[config.mk]
export PLATFORM = sky130hd
export DESIGN_NAME = eu_sequencer
export DESIGN_NICKNAME = d
export VERILOG_FILES = /design/src/rtl/eu_seq_pkg.sv /design/src/rtl/eu_lat_counter.sv /design/src/rtl/eu_sequencer.sv
export SDC_FILE = /design/constraint.sdc
export NUM_CORES = 1
export LEC_CHECK = 0
export ABC_AREA = 1
export CAP_MARGIN = 20
export CELL_PAD_IN_SITES_DETAIL_PLACEMENT = 1
export CELL_PAD_IN_SITES_GLOBAL_PLACEMENT = 1
export CORE_MARGIN = 2
export CORE_UTILIZATION = 39
export CTS_CLUSTER_SIZE = 8
export DETAILED_ROUTE_END_ITERATION = 8
export GPL_TIMING_DRIVEN = 0
export PLACE_DENSITY_LB_ADDON = 0.05
export SETUP_SLACK_MARGIN = 0.1
export SLEW_MARGIN = 10
export SYNTH_ARGS = -nofsm -noshare
export SYNTH_HDL_FRONTEND = slang
export SYNTH_SLANG_ARGS = --single-unit
[constraint.sdc]
create_clock -name clk -period 4.15 [get_ports clk]
set_input_delay 0.83 -clock clk [delete_from_list [all_inputs] [get_ports clk]]
set_output_delay 0.83 -clock clk [all_outputs]
set_load 0.005 [all_outputs]
[src/rtl/eu_seq_pkg.sv]
// rtl/eu_seq_pkg.sv - shared encodings and widths for the eu command sequencer
// Purpose: command kind encoding, sequencer FSM state encoding, datapath widths.
// Ports: none (package).
package eu_seq_pkg;

  localparam int DATA_W = 8;
  localparam int ADDR_W = 8;
  localparam int FLAG_W = 4;
  localparam int CNT_W  = 8;

  typedef enum logic [1:0] {
    KIND_WRITE  = 2'b00,
    KIND_READ   = 2'b01,
    KIND_ALU    = 2'b10,
    KIND_MEMALU = 2'b11
  } kind_e;

  typedef enum logic [3:0] {
    ST_IDLE = 4'd0,
    ST_WR   = 4'd1,
    ST_RD   = 4'd2,
    ST_ALU  = 4'd3,
    ST_RDA  = 4'd4,
    ST_RDB  = 4'd5,
    ST_MALU = 4'd6,
    ST_MWR  = 4'd7,
    ST_RSP  = 4'd8
  } state_e;

endpackage

[src/rtl/eu_lat_counter.sv]
// rtl/eu_lat_counter.sv - loadable down-counter timing the eu wait states
// Purpose: loaded with (latency - 1) on entry to a wait state; done while zero.
// Ports: clk, rst_n (async active-low), load, load_val[CNT_W], done.
module eu_lat_counter
  import eu_seq_pkg::*;
(
  input  logic             clk,
  input  logic             rst_n,
  input  logic             load,
  input  logic [CNT_W-1:0] load_val,
  output logic             done
);

  logic [CNT_W-1:0] count;

  always_ff @(posedge clk or negedge rst_n) begin
    if (!rst_n) begin
      count <= '0;
    end else if (load) begin
      count <= load_val;
    end else if (count != '0) begin
      count <= count - 1'b1;
    end
  end

  // Zero means the current cycle is the last one of the wait state.
  assign done = (count == '0);

endmodule

[src/rtl/eu_sequencer.sv]
// rtl/eu_sequencer.sv - handshaked initiator turning host commands into eu cycles
// Purpose: accepts one WRITE/READ/ALU/MEMALU command at a time, drives the eu
//   port cycle-exactly, and returns read data / ans / echoed write data.
// Ports: clk, rst_n; cmd_valid/cmd_ready/cmd_kind/cmd_opcode/cmd_addr/cmd_a/cmd_b;
//   rsp_valid/rsp_ready/rsp_data/rsp_flags; eu_A/eu_B/eu_opcode/eu_address/
//   eu_readEnable/eu_writeEnable/eu_dataCopy out; eu_ans/eu_data/eu_FL in.
module eu_sequencer
  import eu_seq_pkg::*;
#(
  parameter int RD_LAT  = 1,
  parameter int ALU_LAT = 1
) (
  input  logic              clk,
  input  logic              rst_n,
  input  logic              cmd_valid,
  output logic              cmd_ready,
  input  logic [1:0]        cmd_kind,
  input  logic [3:0]        cmd_opcode,
  input  logic [ADDR_W-1:0] cmd_addr,
  input  logic [DATA_W-1:0] cmd_a,
  input  logic [DATA_W-1:0] cmd_b,
  output logic              rsp_valid,
  input  logic              rsp_ready,
  output logic [DATA_W-1:0] rsp_data,
  output logic [FLAG_W-1:0] rsp_flags,
  output logic [DATA_W-1:0] eu_A,
  output logic [DATA_W-1:0] eu_B,
  output logic [3:0]        eu_opcode,
  output logic [ADDR_W-1:0] eu_address,
  output logic              eu_readEnable,
  output logic              eu_writeEnable,
  output logic [DATA_W-1:0] eu_dataCopy,
  input  logic [DATA_W-1:0] eu_ans,
  input  logic [DATA_W-1:0] eu_data,
  input  logic [FLAG_W-1:0] eu_FL
);

  localparam logic [CNT_W-1:0] RD_CNT  = CNT_W'(RD_LAT - 1);
  localparam logic [CNT_W-1:0] ALU_CNT = CNT_W'(ALU_LAT - 1);

  state_e            state;
  logic [3:0]        opcode_q;
  logic [ADDR_W-1:0] addr_q;
  logic [DATA_W-1:0] opa_q;
  logic [FLAG_W-1:0] fl_q;

  logic              accept;
  logic              cnt_load;
  logic [CNT_W-1:0]  cnt_val;
  logic              cnt_done;

  // cmd_ready is only ever high in IDLE, so this is the sole accept condition.
  assign accept = cmd_valid && cmd_ready;

  // Reload the shared counter whenever a timed state is about to be entered.
  always_comb begin
    cnt_load = 1'b0;
    cnt_val  = '0;
    if (accept) begin
      cnt_load = 1'b1;
      cnt_val  = (kind_e'(cmd_kind) == KIND_ALU) ? ALU_CNT : RD_CNT;
    end else if (state == ST_RDA && cnt_done) begin
      cnt_load = 1'b1;
      cnt_val  = RD_CNT;
    end else if (state == ST_RDB && cnt_done) begin
      cnt_load = 1'b1;
      cnt_val  = ALU_CNT;
    end
  end

  eu_lat_counter u_lat (
    .clk      (clk),
    .rst_n    (rst_n),
    .load     (cnt_load),
    .load_val (cnt_val),
    .done     (cnt_done)
  );

  always_ff @(posedge clk or negedge rst_n) begin
    if (!rst_n) begin
      state          <= ST_IDLE;
      cmd_ready      <= 1'b0;
      rsp_valid      <= 1'b0;
      rsp_data       <= '0;
      rsp_flags      <= '0;
      eu_A           <= '0;
      eu_B           <= '0;
      eu_opcode      <= '0;
      eu_address     <= '0;
      eu_readEnable  <= 1'b0;
      eu_writeEnable <= 1'b0;
      eu_dataCopy    <= '0;
      opcode_q       <= '0;
      addr_q         <= '0;
      opa_q          <= '0;
      fl_q           <= '0;
    end else begin
      case (state)
        ST_IDLE: begin
          cmd_ready <= 1'b1;
          if (accept) begin
            cmd_ready <= 1'b0;
            opcode_q  <= cmd_opcode;
            addr_q    <= cmd_addr;
            case (kind_e'(cmd_kind))
              KIND_WRITE: begin
                eu_address     <= cmd_addr;
                eu_dataCopy    <= cmd_a;
                eu_writeEnable <= 1'b1;
                state          <= ST_WR;
              end
              KIND_READ: begin
                eu_address    <= cmd_addr;
                eu_readEnable <= 1'b1;
                state         <= ST_RD;
              end
              KIND_ALU: begin
                eu_A      <= cmd_a;
                eu_B      <= cmd_b;
                eu_opcode <= cmd_opcode;
                state     <= ST_ALU;
              end
              default: begin
                eu_address    <= cmd_addr;
                eu_readEnable <= 1'b1;
                state         <= ST_RDA;
              end
            endcase
          end
        end

        ST_WR: begin
          // eu_dataCopy still holds the write data; echo it back.
          rsp_data       <= eu_dataCopy;
          rsp_flags      <= '0;
          rsp_valid      <= 1'b1;
          eu_writeEnable <= 1'b0;
          eu_address     <= '0;
          eu_dataCopy    <= '0;
          state          <= ST_RSP;
        end

        ST_RD: begin
          if (cnt_done) begin
            rsp_data      <= eu_data;
            rsp_flags     <= '0;
            rsp_valid     <= 1'b1;
            eu_readEnable <= 1'b0;
            eu_address    <= '0;
            state         <= ST_RSP;
          end
        end

        ST_ALU: begin
          if (cnt_done) begin
            rsp_data  <= eu_ans;
            rsp_flags <= eu_FL;
            rsp_valid <= 1'b1;
            eu_A      <= '0;
            eu_B      <= '0;
            eu_opcode <= '0;
            state     <= ST_RSP;
          end
        end

        ST_RDA: begin
          if (cnt_done) begin
            opa_q      <= eu_data;
            eu_address <= addr_q + 8'd1;
            state      <= ST_RDB;
          end
        end

        ST_RDB: begin
          if (cnt_done) begin
            eu_readEnable <= 1'b0;
            eu_address    <= '0;
            eu_A          <= opa_q;
            eu_B          <= eu_data;
            eu_opcode     <= opcode_q;
            state         <= ST_MALU;
          end
        end

        ST_MALU: begin
          if (cnt_done) begin
            fl_q           <= eu_FL;
            eu_A           <= '0;
            eu_B           <= '0;
            eu_opcode      <= '0;
            eu_address     <= addr_q + 8'd2;
            eu_dataCopy    <= eu_ans;
            eu_writeEnable <= 1'b1;
            state          <= ST_MWR;
          end
        end

        ST_MWR: begin
          rsp_data       <= eu_dataCopy;
          rsp_flags      <= fl_q;
          rsp_valid      <= 1'b1;
          eu_writeEnable <= 1'b0;
          eu_address     <= '0;
          eu_dataCopy    <= '0;
          state          <= ST_RSP;
        end

        ST_RSP: begin
          if (rsp_ready) begin
            rsp_valid <= 1'b0;
            rsp_data  <= '0;
            rsp_flags <= '0;
            cmd_ready <= 1'b1;
            state     <= ST_IDLE;
          end
        end

        default: begin
          state <= ST_IDLE;
        end
      endcase
    end
  end

endmodule

==> flow_metrics.env, run 1 <==
export IMPL_status="complete, no violations"
export IMPL_ys_types=33
export IMPL_fin_cells=903
export IMPL_vias_per_cell=5.236
export IMPL_cts_buffer_depth=2
export IMPL_min_path_type="in -> async"
export IMPL_cp_end_kind="flip-flop"
export IMPL_setup_violations=0
export IMPL_cts_hold_buf=0
export IMPL_synth_cells=635
export IMPL_tightest_slew_ps=839.4
export IMPL_ys_flop_type="dfrtp_1"
export IMPL_synthArstFlopShare_pct=100.0
export IMPL_crit_path_max_incr_delay_ps=440
export IMPL_maxCapViolCount=0
export IMPL_p_per_area_nw_per_um2=718.9
export IMPL_synth_seq_cells=88
export IMPL_hpwl_mm=11.65
export IMPL_layout_drive_gt1_share_pct=7.540
export IMPL_met3_usage_pct=6.458
export IMPL_htreeDepth=3
export IMPL_irDropWorstVdd_mv=0.3328
export IMPL_num_vias=4728
export IMPL_netlist_area_um2=4748
export IMPL_layout_min_cycle_time_ps=2312
export IMPL_criticalPathCategory="in -> reg"
export IMPL_num_rows=40
export IMPL_busiest_layer="met2"
export IMPL_area_delta_synth_final_pct=33.07
export IMPL_synthTopCellsByArea="dfrtp_1 (46%), nand2_1 (17%), nand3_1 (9.2%)"
export IMPL_cts_tree="built"
export IMPL_dieHeight_um=114.3
export IMPL_yosysWarnings=0
export IMPL_core_area_um2=11960
export IMPL_dieArea_um2=13070
export IMPL_drv_slew=0
export IMPL_ys_seq_area_share_pct=46.38
export IMPL_r2r_start="u_lat.count[0]"
export IMPL_fin_skew_ps=8.230
export IMPL_first_pass_iters=4
export IMPL_antenna_found_initial=0
export IMPL_required_ps=4390
export IMPL_path_max_fanout=10
export IMPL_r2r_end="eu_address[2]"
export IMPL_num_antenna_cells=0
export IMPL_cp_startpoint="cmd_kind[0]"
export IMPL_p_leak_nw=3.148
export IMPL_rr_worst_depth=10
export IMPL_ff2ff_setup_slack_ps=2140
export IMPL_layout_nets=813
export IMPL_grt_usage_pct=24.79
export IMPL_met1_usage_pct=30.05
export IMPL_gr_usage_met2_pct=43.89
export IMPL_max_freq_mhz=432.5
export IMPL_dp_cells=888
export IMPL_fp_dieW_um=114.3
export IMPL_clockRootBuffer="clkbuf_16"
export IMPL_first_iter_violations=164
export IMPL_rsz0062_at_grt="false"
export IMPL_io_pins=106
export IMPL_grt_pass1_wl_mm=25.23
export IMPL_clock_latency_ps=350
export IMPL_synth_edff_count=0
export IMPL_grt_max_degree=58
export IMPL_syn_avg_cell_area_um2=7.478
export IMPL_wirelength_mm=15.40
export IMPL_cts_sinks=88
export IMPL_ant_nets=0
export IMPL_timing_final_crit_share_pct=55.71
export IMPL_start_kind="input port"
export IMPL_numCtsBuffers=9
export IMPL_post_cts_setup_buffers=0
export IMPL_critPathCapture="eu_A[6]"
export IMPL_routedWlPerCell_um=17.05
export IMPL_synthDominantCellAreaShare_pct=46.38
export IMPL_drc=0
export IMPL_routabilityCongestion=0.8850
export IMPL_crit_chain="clkdlybuf4s50_1 > inv_1 > ha_1 > inv_1 > nor2_1 > nor2_1 > nor2_1 > nand2_1 > buf_2 > nand2_1 > nand2_1"
export IMPL_fin_hold_ws_ps=427.1
export IMPL_gr_total_overflow=0
export IMPL_hold_viol=0
export IMPL_grt_pass1_vias=5109
export IMPL_start_util_pct=39.70
export IMPL_cts_resized=0
export IMPL_yosysTopAreaCell="dfrtp_1"
export IMPL_arrival_ps=2550
export IMPL_io_buffers=105
export IMPL_max_slew_margin_rel_pct=44.04
export IMPL_slowest_stage="clkdlybuf4s50_1"
export IMPL_synthesis_nets=696
export IMPL_clkTransAtPathRegs_ps=60
-- power breakdown --
part | internal (W) | switching (W) | total [W]
combinational | 0.000918 | 0.00125 | 0.00217
clock | 0.000522 | 0.000346 | 0.000868
sequential | 0.00124 | 0.000263 | 0.00151
total | 0.00268 | 0.00186 | 0.00454
-- critical path: cells and delay by family --
family                     cells  cell delay [ps]
buffers and inverters          4              800
and+or+nand+nor                6              750
adders and majority gates      1              170
-- registers in the layout, indices dropped and copies added, names as in the netlist --
name / flops
cmd_ready: 1
rsp_valid: 1
eu_readEnable: 1
rsp_flags: 4
opa_q: 8
fl_q: 4
state: 4
u_lat.count: 8
eu_opcode: 4
addr_q: 8
eu_address: 8
eu_writeEnable: 1
rsp_data: 8
eu_A: 8
opcode_q: 4
eu_B: 8
eu_dataCopy: 8
-- layer usage --
metal / up-vias / wire length, um
li1: 2286 / -
met1: 2324 / 6735
met2: 97 / 7692
met3: 21 / 765
met4: 0 / 204
met5: - / 0
-- synth_stat cells, drive strengths merged (2+ instances only) --
library cell	n
o21ai	66
nand3	87
a22oi	8
inv	54
nor3	4
nand4	4
nand2	222
dfrtp	88
xnor2	2
nor2	41
buf	17
nand3b	2
a21oi	11
ha	7
clkbuf	8
a21boi	8
-- worst min-delay path by stage --
stage	from	end	slack, ps
final	rst_n	u_lat.count[6]	430
after global routing	rst_n	u_lat.count[6]	450
after CTS	rst_n	u_lat.count[6]	440
after detailed placement	eu_opcode[2]	eu_opcode[2]	460
after global placement	eu_B[7]	eu_B[7]	460
after floorplan	u_lat.count[3]	u_lat.count[3]	450
-- placed cells by master (no fill, tap or decap), types with 5 or more instances in the layout --
cell and n:
nand3_1 87, nand2_2 5, a21boi_0 7, clkbuf_1 8, a22oi_1 8, inv_2 7, dfrtp_1 88, o21ai_0 54
o21ai_1 12, clkdlybuf4s50_1 104, buf_2 12, clkbuf_16 9, inv_1 47, nor2_1 33, a21oi_1 11, nand2_1 215
ha_1 7
-- per-stage QoR --
step | setup TNS [ps] | instance area [um^2] | worst slack [ps] | utilization, % | power, W
4_1_cts | 0 | 6319 | 1814 | 52.82 | 0.004590
3_5_place_dp | 0 | 6008 | 1457 | 50.23 | 0.003699
5_1_grt | 0 | 6319 | 1711 | 52.82 | 0.004931
2_1_floorplan | 0 | 4748 | 2328 | - | 0.002716
3_3_place_gp | -99280 | 5983 | -1139 | 50.02 | 0.003596
6_report | 0 | 6319 | 1838 | 52.82 | 0.004542
-- final cells by class --
cell class	instances	area [um^2]
repair buffers	106	1076
clock buffers	9	225.2
clock inverters	6	85.08
well taps	147	183.9
inverters	54	202.7
flip-flops and latches	88	2202
plain buffers	25	127.6
multi-input cells	468	2216
fillers	1510	5643
-- cells by family after synthesis --
| group | Yosys count | synth area share (%) |
|---|---|---|
| compound gates | 97 | 11.30 |
| xor+xnor | 3 | 0.5535 |
| fa+ha+maj | 7 | 1.844 |
| buf+inv | 79 | 6.957 |
| flops | 88 | 46.38 |
| simple gates | 361 | 32.96 |
No activity file was read; power rests on OpenSTA's default activity.
==> run 2, diff against run 1 <==
--- a/config.mk
+++ b/config.mk
@@ -10,7 +10,7 @@
 export CELL_PAD_IN_SITES_DETAIL_PLACEMENT = 1
 export CELL_PAD_IN_SITES_GLOBAL_PLACEMENT = 1
 export CORE_MARGIN = 2
-export CORE_UTILIZATION = 39
+export CORE_UTILIZATION = 33
 export CTS_CLUSTER_SIZE = 8
 export DETAILED_ROUTE_END_ITERATION = 8
 export GPL_TIMING_DRIVEN = 0
==> constraint.sdc (replaced) <==
create_clock -name clk -period 1.9 [get_ports clk]
set_input_delay 0.38 -clock clk [delete_from_list [all_inputs] [get_ports clk]]
set_output_delay 0.38 -clock clk [all_outputs]
set_load 0.005 [all_outputs]
==> run 2 against run 1 <==
Via count is 0.49% higher. Register-to-register slack worse by 2000 ps. Sequential share of layout area fell by 2.2 points. Largest power group unchanged. Clock power rose by 140%. Critical path type is now reg -> reg. First-iteration DRC count is 84% higher. Non-clock buffer count is 21 higher. Final cell count up 6.0%. Power is 140% higher. Clock-buffer cell count rose by 1. Global-route usage is 2.9 points lower. Worst setup slack got worse by 1700 ps.
==> flow_metrics.env, run 2 (synthesized netlist as in run 1, its figures left out) <==
export IMPL_fin_skew_ps=9.206
export IMPL_antenna_found_initial=0
export IMPL_cts_buffer_depth=2
export IMPL_crit_path_max_incr_delay_ps=410
export IMPL_start_kind="flip-flop"
export IMPL_cp_end_kind="flip-flop"
export IMPL_num_rows=43
export IMPL_irDropWorstVdd_mv=0.8012
export IMPL_grt_pass1_vias=4890
export IMPL_first_iter_violations=301
export IMPL_min_path_type="in -> async"
export IMPL_cts_tree="built"
export IMPL_final_common_cell="nand2_1"
export IMPL_hold_viol=0
export IMPL_vias_per_cell=4.964
export IMPL_first_pass_iters=4
export IMPL_crit_chain="inv_2 > ha_4 > nand2_4 > nor2_4 > o21ai_1 > nor2_2 > nand2_2 > buf_2 > nand2_1 > nand2_1"
export IMPL_layout_nets=834
export IMPL_maxCapViolCount=0
export IMPL_p_per_area_nw_per_um2=1594
export IMPL_arrival_ps=2040
export IMPL_wirelength_mm=16.36
export IMPL_start_util_pct=33.94
export IMPL_numCtsBuffers=9
export IMPL_rr_worst_depth=10
export IMPL_htreeDepth=3
export IMPL_max_slew_margin_rel_pct=61.49
export IMPL_slowest_stage="dfrtp_1"
export IMPL_grt_max_degree=50
export IMPL_final_cell_mix="nand2_1 (206), clkdlybuf4s50_1 (103), nand3_1 (86)"
export IMPL_fp_dieW_um=124.0
export IMPL_ff2ff_setup_slack_ps=110
export IMPL_cts_hold_buf=0
export IMPL_clock_latency_ps=360
export IMPL_r2r_start="u_lat.count[1]"
export IMPL_io_pins=106
export IMPL_num_vias=4751
export IMPL_r2r_end="eu_B[0]"
export IMPL_routabilityCongestion=0.8396
export IMPL_routedWlPerCell_um=17.10
export IMPL_path_max_fanout=5
export IMPL_timing_final_crit_share_pct=94.37
export IMPL_cp_startpoint="u_lat.count[1]"
export IMPL_fin_hold_ws_ps=15.58
export IMPL_area_delta_synth_final_pct=42.21
export IMPL_required_ps=2150
export IMPL_drv_slew=0
export IMPL_gr_total_overflow=0
export IMPL_grt_pass1_wl_mm=25.65
export IMPL_crit_top_cell="nand2_1"
export IMPL_drc=0
export IMPL_grt_usage_pct=21.87
export IMPL_cts_sinks=88
export IMPL_core_area_um2=13990
export IMPL_rsz0062_at_grt="true"
export IMPL_criticalPathCategory="reg -> reg"
export IMPL_ant_nets=0
export IMPL_clkTransAtPathRegs_ps=70
export IMPL_num_antenna_cells=0
export IMPL_layout_drive_gt1_share_pct=14.80
export IMPL_p_leak_nw=3.314
export IMPL_status="complete, no violations"
export IMPL_layout_min_cycle_time_ps=1793
export IMPL_hpwl_mm=11.99
export IMPL_dieArea_um2=15360
export IMPL_max_freq_mhz=557.7
export IMPL_clockRootBuffer="clkbuf_16"
export IMPL_dieHeight_um=124.0
export IMPL_tightest_slew_ps=577.6
export IMPL_setup_violations=0
export IMPL_utilization_pct=48.27
export IMPL_io_buffers=105
[run 2: cell count changes in the layout (fill, tap and decap cells not counted), moves of 4 or more]
cell,previous run,this run
nand2_1,215,206
buf_4,4,24
buf_2,12,5
buf_6,1,7
nand2_2,5,11
inv_1,47,43
nor2_4,3,12
nor2_1,33,23
clkbuf_1,8,4
clkbuf_4,0,4
[run 2: timing repair]
item	CTS	global route
resized for setup	25	51
endpoints found under the setup margin	83	76
pin swaps	8	20
cloned	0	1
buffers inserted	8	12
[run 2: worst max-delay path, delay by kind of cell, from the launching register on]
family / cells / cell delay (ps)
buffers and inverters: 2 / 280
flip-flops: 1 / 410
AND/OR/NAND/NOR: 6 / 740
adder cells (fa/ha/maj): 1 / 150
AO/OA/AOI/OAI: 1 / 120
[run 2: through the flow]
stage / cell area (um^2) / instances / power [W] / setup TNS, ps / worst slack (ps)
finish: 6753 / 957 / 0.01077 / 0 / 106.9
detailed placement: 6050 / 921 / 0.008072 / -10350 / -396.3
global placement: 6025 / 920 / 0.007898 / -277000 / -3055
global route: 6753 / 957 / 0.01167 / -103.6 / -20.04
CTS: 6509 / 944 / 0.01042 / 0 / 95.48
floorplan: 4748 / 635 / 0.005932 / 0 / 294.1
[run 2: area by class of cell]
type,instances,area [um^2]
fill,1737,7236
multi-input combinational,468,2366
sequential,88,2206
timing repair buffer,127,1237
clock buffer,10,229.0
tap,180,225.2
inverter,54,205.2
buffer,25,177.7
clock inverter,5,106.4
[run 2: power breakdown]
part           switching (W)  internal [W]
Sequential          0.000577       0.00272
Combinational        0.00300       0.00242
Clock               0.000772       0.00128
Total                0.00435       0.00642
[run 2: per-layer routing]
layer	global-route usage (%)	vias up	wire [um]
li1	-	2342	-
met4	7.584	0	312
met2	34.86	80	7685
met3	3.617	16	593
met5	0	-	0
met1	30.20	2313	7769
[run 2: worst max-delay path by stage]
stage                     slack [ps]     endpoint
after global placement         -3050  rsp_data[4]
after global routing             -20      eu_A[6]
final                            110      eu_B[0]
after detailed placement        -400      eu_A[3]
after CTS                        100     state[0]
after floorplan                  290     state[0]
